<file path="config.mk">
export PLATFORM = sky130hd
export DESIGN_NAME = dmem_arbiter
export DESIGN_NICKNAME = d
export VERILOG_FILES = /design/src/rtl/dmem_arbiter.sv
export SDC_FILE = /design/constraint.sdc
export NUM_CORES = 1
export LEC_CHECK = 0
export BUFFER_PORTS_ARGS = -buffer_cell sky130_fd_sc_hd__buf_2
export CAP_MARGIN = 15
export CORE_AREA = 2 2 122 124
export CTS_CLUSTER_DIAMETER = 200
export DETAILED_ROUTE_END_ITERATION = 16
export DIE_AREA = 0 0 124 126
export PLACE_DENSITY = 0.72
export SLEW_MARGIN = 15
export SYNTH_ARGS = -nofsm -noshare
export SYNTH_HDL_FRONTEND = slang
export SYNTH_SLANG_ARGS = --single-unit
</file>
<file path="constraint.sdc">
create_clock -name clk -period 2.28 [get_ports clk]
set_input_delay 0.228 -clock clk [delete_from_list [all_inputs] [get_ports clk]]
set_output_delay 0.228 -clock clk [all_outputs]
set_load 0.01 [all_outputs]
</file>
<file path="src/rtl/dmem_arbiter.sv">
// dmem_arbiter: two-port arbiter in front of a single-ported data SRAM.
// Port 0 is the CPU load/store unit, port 1 the program loader / debug port.
// One access is in flight at a time and takes three cycles (IDLE, ACCESS, RESP).
//
// Handshake (both requester ports): the requester raises pN_req with a stable
// command and holds it until it sees pN_gnt. pN_gnt is a one-cycle pulse that
// marks the cycle the SRAM is driven; pN_done is a one-cycle pulse on the
// following cycle, qualifying pN_rdata and pN_err. A req still high in the
// IDLE cycle after done is a fresh request. req is only sampled in IDLE.
module dmem_arbiter #(
   parameter int ADDR_W    = 32,
   parameter int MEM_BYTES = 65536,
   parameter int FIXED_PRI = 0
) (
   input  logic              clk,
   input  logic              rst,
   // port 0
   input  logic              p0_req,
   input  logic              p0_we,
   input  logic [ADDR_W-1:0] p0_addr,
   input  logic [31:0]       p0_wdata,
   input  logic [3:0]        p0_wstrb,
   output logic              p0_gnt,
   output logic              p0_done,
   output logic [31:0]       p0_rdata,
   output logic              p0_err,
   // port 1
   input  logic              p1_req,
   input  logic              p1_we,
   input  logic [ADDR_W-1:0] p1_addr,
   input  logic [31:0]       p1_wdata,
   input  logic [3:0]        p1_wstrb,
   output logic              p1_gnt,
   output logic              p1_done,
   output logic [31:0]       p1_rdata,
   output logic              p1_err,
   // SRAM
   output logic              mem_cs,
   output logic [3:0]        mem_we,
   output logic [ADDR_W-3:0] mem_addr,
   output logic [31:0]       mem_wdata,
   input  logic [31:0]       mem_rdata,
   // debug: current FSM state (0 IDLE, 1 ACCESS, 2 RESP)
   output logic [1:0]        dbg_state
);

   typedef enum logic [1:0] {
      IDLE   = 2'd0,
      ACCESS = 2'd1,
      RESP   = 2'd2
   } state_t;

   // One bit wider than the address so MEM_BYTES == 2**ADDR_W is still representable.
   localparam logic [ADDR_W:0] MEM_LIMIT = (ADDR_W+1)'(MEM_BYTES);

   state_t            state_q, state_d;
   logic              owner_q, owner_d;   // port that owns the access in flight
   logic              pri_q,   pri_d;     // port favoured on the next tie
   logic              we_q,    we_d;
   logic [ADDR_W-1:0] addr_q,  addr_d;
   logic [31:0]       wdata_q, wdata_d;
   logic [3:0]        wstrb_q, wstrb_d;

   logic              winner;
   logic              in_range;

   assign in_range  = ({1'b0, addr_q} < MEM_LIMIT);
   assign dbg_state = state_q;

   // State and latched command registers; reset aborts any access in flight.
   always_ff @(posedge clk or negedge rst) begin
      if (!rst) begin
         state_q <= IDLE;
         owner_q <= 1'b0;
         pri_q   <= 1'b0;
         we_q    <= 1'b0;
         addr_q  <= '0;
         wdata_q <= '0;
         wstrb_q <= '0;
      end else begin
         state_q <= state_d;
         owner_q <= owner_d;
         pri_q   <= pri_d;
         we_q    <= we_d;
         addr_q  <= addr_d;
         wdata_q <= wdata_d;
         wstrb_q <= wstrb_d;
      end
   end

   // Next-state, arbitration and all outputs; every output is zero in IDLE.
   always_comb begin
      state_d   = state_q;
      owner_d   = owner_q;
      pri_d     = pri_q;
      we_d      = we_q;
      addr_d    = addr_q;
      wdata_d   = wdata_q;
      wstrb_d   = wstrb_q;
      winner    = 1'b0;
      p0_gnt    = 1'b0;
      p1_gnt    = 1'b0;
      p0_done   = 1'b0;
      p1_done   = 1'b0;
      p0_rdata  = '0;
      p1_rdata  = '0;
      p0_err    = 1'b0;
      p1_err    = 1'b0;
      mem_cs    = 1'b0;
      mem_we    = '0;
      mem_addr  = '0;
      mem_wdata = '0;

      case (state_q)
         IDLE: begin
            if (p0_req || p1_req) begin
               if (FIXED_PRI != 0) begin
                  winner = !p0_req;
               end else if (p0_req && p1_req) begin
                  winner = pri_q;
               end else begin
                  winner = p1_req;
               end
               owner_d = winner;
               we_d    = winner ? p1_we    : p0_we;
               addr_d  = winner ? p1_addr  : p0_addr;
               wdata_d = winner ? p1_wdata : p0_wdata;
               wstrb_d = winner ? p1_wstrb : p0_wstrb;
               state_d = ACCESS;
            end
         end

         ACCESS: begin
            p0_gnt    = !owner_q;
            p1_gnt    = owner_q;
            // Out-of-range accesses are still granted but never reach the SRAM.
            mem_cs    = in_range;
            mem_we    = (in_range && we_q) ? wstrb_q : 4'b0000;
            mem_addr  = addr_q[ADDR_W-1:2];
            mem_wdata = wdata_q;
            pri_d     = !owner_q;
            state_d   = RESP;
         end

         RESP: begin
            p0_done  = !owner_q;
            p1_done  = owner_q;
            p0_rdata = (!owner_q && in_range) ? mem_rdata : 32'h0;
            p1_rdata = ( owner_q && in_range) ? mem_rdata : 32'h0;
            p0_err   = !owner_q && !in_range;
            p1_err   =  owner_q && !in_range;
            state_d  = IDLE;
         end

         default: begin
            state_d = IDLE;
         end
      endcase
   end

endmodule
</file>
==> summary.txt <==
============================================================================================
Worst-path cell chain                                                           nor4_4 -> buf_4 -> nand4_4 -> buf_6 -> clkbuf_16 -> nor3_2 -> buf_2
Number of storage elements in the synthesis netlist                                       71
Dominant combinational cell family by area after synthesis                      simple AND/OR/NAND/NOR gates
Half-perimeter wire length after detailed placement                                 13090 um
Number of remaining DRC errors                                                             0
Share of synthesized area occupied by flip-flops and latches                          0.3639
Total Negative Setup Slacks                                                             0 ns
Post-route core utilization                                                           0.4962
Violated checks                                                                 negative hold slack
Proportion of synthesized area in mux cells                                                0
Largest buffer count on any clock path                                                     2
Pre-antenna DRT Iters                                                                      5
Max IR drop VDD                                                                  0.0005544 V
Antenna violations before repair                                                           1
Basic-gate share of the synthesized area counting and, or, nand and nor cells         0.3319
Number of DRC violations after detailed-routing iteration 0                              406
Via count                                                                               5901
Type of destination of the critical path                                          output pin
Slew @ Worst Pin                                                                   0.8156 ns
Signal arrival time at the worst endpoint                                            1.96 ns
Drt wl/cell                                                                         17.47 um
Synthesis warning total                                                                    0
Fin nets                                                                                1087
Largest cells by area after synthesis                                           sky130_fd_sc_hd__dfrtp_1 (36%), sky130_fd_sc_hd__nand3_1 (11%), sky130_fd_sc_hd__a31oi_1 (8.6%)
Outcome                                                                         complete, but fails checks
Fillers                                                                                 1445
Share of post-route cells with drive strength above 1                                 0.4357
Top library cells by usage in the layout, fill and taps aside                   sky130_fd_sc_hd__buf_2 (307), sky130_fd_sc_hd__nand3_1 (103), sky130_fd_sc_hd__dfrtp_1 (70)
Max transition margin                                                                 0.4562
Count of buffers from port buffering                                                     308
Worst Setup Slack post-DPL                                                         0.3507 ns
Via-per-instance ratio                                                                 5.355
Count of nets left with antenna violations after detail routing                            0
Unrepaired setup endpoints after global routing                                          yes
Wire length of the first global-routing pass                                        27830 um
Vias in the first global route                                                          5445
Area of the core region                                                            14310 um2
Critical path type                                                              register to output pin
Clock insertion delay at the later pin of the skew report                            0.34 ns
Area fraction in compound gates after synthesis                                       0.2273
Number of different library cells in the post-synthesis netlist                           27
Leakage                                                                          0.003284 uW
Largest net degree at the start of global routing                                         70
Number of diodes                                                                           0
Starting Density                                                                      0.3411
Number of clock sinks                                                                     71
CTS tree                                                                               built
Max Cap Violations                                                                         0
Final hold slack                                                                 -0.01722 ns
Total congestion overflow                                                                  0
GRT Total Usage                                                                       0.2271
Highest achievable clock rate                                                      456.4 MHz
Number of buffers created by CTS                                                           9
Share of synthesized cell area in full adder, half adder and majority cells                0
Most common cell after layout, fill and taps aside                              sky130_fd_sc_hd__buf_2
Critical path buffer and inverter count                                                    4
Clock Tree Root                                                                 sky130_fd_sc_hd__clkbuf_16
Mean post-synth cell area                                                          7.593 um2
Synth Area in XOR/XNOR                                                                     0
Endpoint required time on the critical path                                          2.05 ns
Crit-path leading delay family                                                  buffers and inverters
Synth Instances                                                                          643
Die height                                                                            126 um
PD cells                                                                         1110 nW/um2
Overall die area                                                                   15620 um2
Final Skew                                                                       0.008564 ns
Sum of routed wire length over all layers                                           19250 um
Fin. max-slew vios                                                                         0
Time the worst path needs with I/O delays and setup                                 2.191 ns
Boundary pin count                                                                       313
Synthesized netlist net count                                                            817
Delay of the slowest cell on the worst path                                          0.43 ns
Final RePlAce weighted congestion                                                     0.8273
Kind of launch point of the worst setup path                                        register
Worst path setup slack after routing                                              0.08874 ns
Number of hold-slack violations in the final timing report                                 9
Worst hold-check path type                                                      input pin to asynchronous set/reset pin
Horizontal extent of the die                                                          124 um
Slowest library cell on the worst path                                          sky130_fd_sc_hd__dfrtp_1
Final period util                                                                     0.9611
Site row count                                                                            44
Clock slew at the register clock pins of the worst setup and hold paths              0.06 ns
Top-area cell type share of the netlist area                                          0.3639
Maximum fanout along the worst path                                                        9
Setup violators final                                                                      0
Biggest area consumer among synthesized cells                                   sky130_fd_sc_hd__dfrtp_1
H-tree lvl count                                                                           3
Post-synthesis cell area                                                            4882 um2
Area growth from synthesis to final layout                                            45.46%
============================================================================================
## per-layer routing
layer  vias up  wire length (um)  track usage
met5         -                13            0
li1       2822                 -            -
met2       252              9952       0.3930
met3        34              1447      0.04982
met1      2791              7388       0.2752
met4         2               449      0.07997
## cell usage after synthesis, drive strengths merged
library cell  count
nand3           103
dfrtp            71
o21ai            68
a21oi            67
a31oi            67
and2             66
buf              45
nor2             41
clkbuf           35
nand2            32
nor3             32
nor4              4
inv               2
nand2b            2
nor2b             2
or2               2
a21o              1
and2b             1
nand4             1
o31ai             1
## worst reg2reg max path, stage by stage (launching register included)
cell	delay (ns)
sky130_fd_sc_hd__dfrtp_1	0.35
sky130_fd_sc_hd__nand2b_2	0.59
sky130_fd_sc_hd__buf_4	0.34
sky130_fd_sc_hd__nand3_1	0.10
sky130_fd_sc_hd__a31oi_1	0.19
## area by class of cell
| type | count | area [um2] | share of cell area |
|---|---|---|---|
| Multi-Input combinational cell | 490 | 2799 | 0.3941 |
| Timing Repair Buffer | 339 | 1954 | 0.2752 |
| Sequential cell | 71 | 1778 | 0.2504 |
| Clock buffer | 11 | 252.7 | 0.03559 |
| Tap cell | 184 | 230.2 | 0.03242 |
| Clock inverter | 5 | 80.08 | 0.01128 |
| Inverter | 2 | 7.507 | 0.001057 |
## registers in the layout, indices dropped and copies added, names as in the netlist
register,cells
wdata_q,32
addr_q,30
wstrb_q,4
dbg_state,2
owner_q,1
pri_q,1
we_q,1
## path summary, 6_finish.rpt
kind | start | to | slack, ns | cells past startpoint
min reg2reg | pri_q | pri_q | 0.49 | 1
max | addr_q[31] | p0_rdata[25] | 0.09 | 7
min | rst | addr_q[15] | -0.02 | 1
max reg2reg | pri_q | wdata_q[30] | 0.62 | 4
min in group clk | p0_wdata[20] | wdata_q[20] | 0.16 | 3
max in group asynchronous | rst | addr_q[28] | 1.61 | 2
## per-stage QoR
step                power (uW)  cell area, um2  hold WS (ns)  instances
floorplan                 4765            4882      -0.06759        643
global placement          6186            6575        0.3712       1077
detailed placement        6267            6575        0.3749       1077
CTS                       7863            6914      0.008735       1093
global route              8452            7102       0.05002       1102
finish                    7879            7102      -0.01722       1102
## cells by family (layout without fill, tap and decap cells)
kind of cell,Yosys count,in the layout
AOI/OAI and AO/OA,204,204
buffers and inverters,82,357
DFF,71,71
and+or+nand+nor,286,286
## repair_timing
action	CTS	global route
gates resized for setup	1	8
setup endpoints to repair	13	69
pin swaps	0	2
gates cloned	0	6
hold endpoints to repair	0	0
setup buffers	0	3
hold buffers	0	0
## report_power, final
part / switching [uW] / total, uW / internal, uW
combinational: 2340 / 3890 / 1550
clock: 560 / 1580 / 1020
sequential: 510 / 2420 / 1910
No activity file was read; power rests on OpenSTA's default activity.
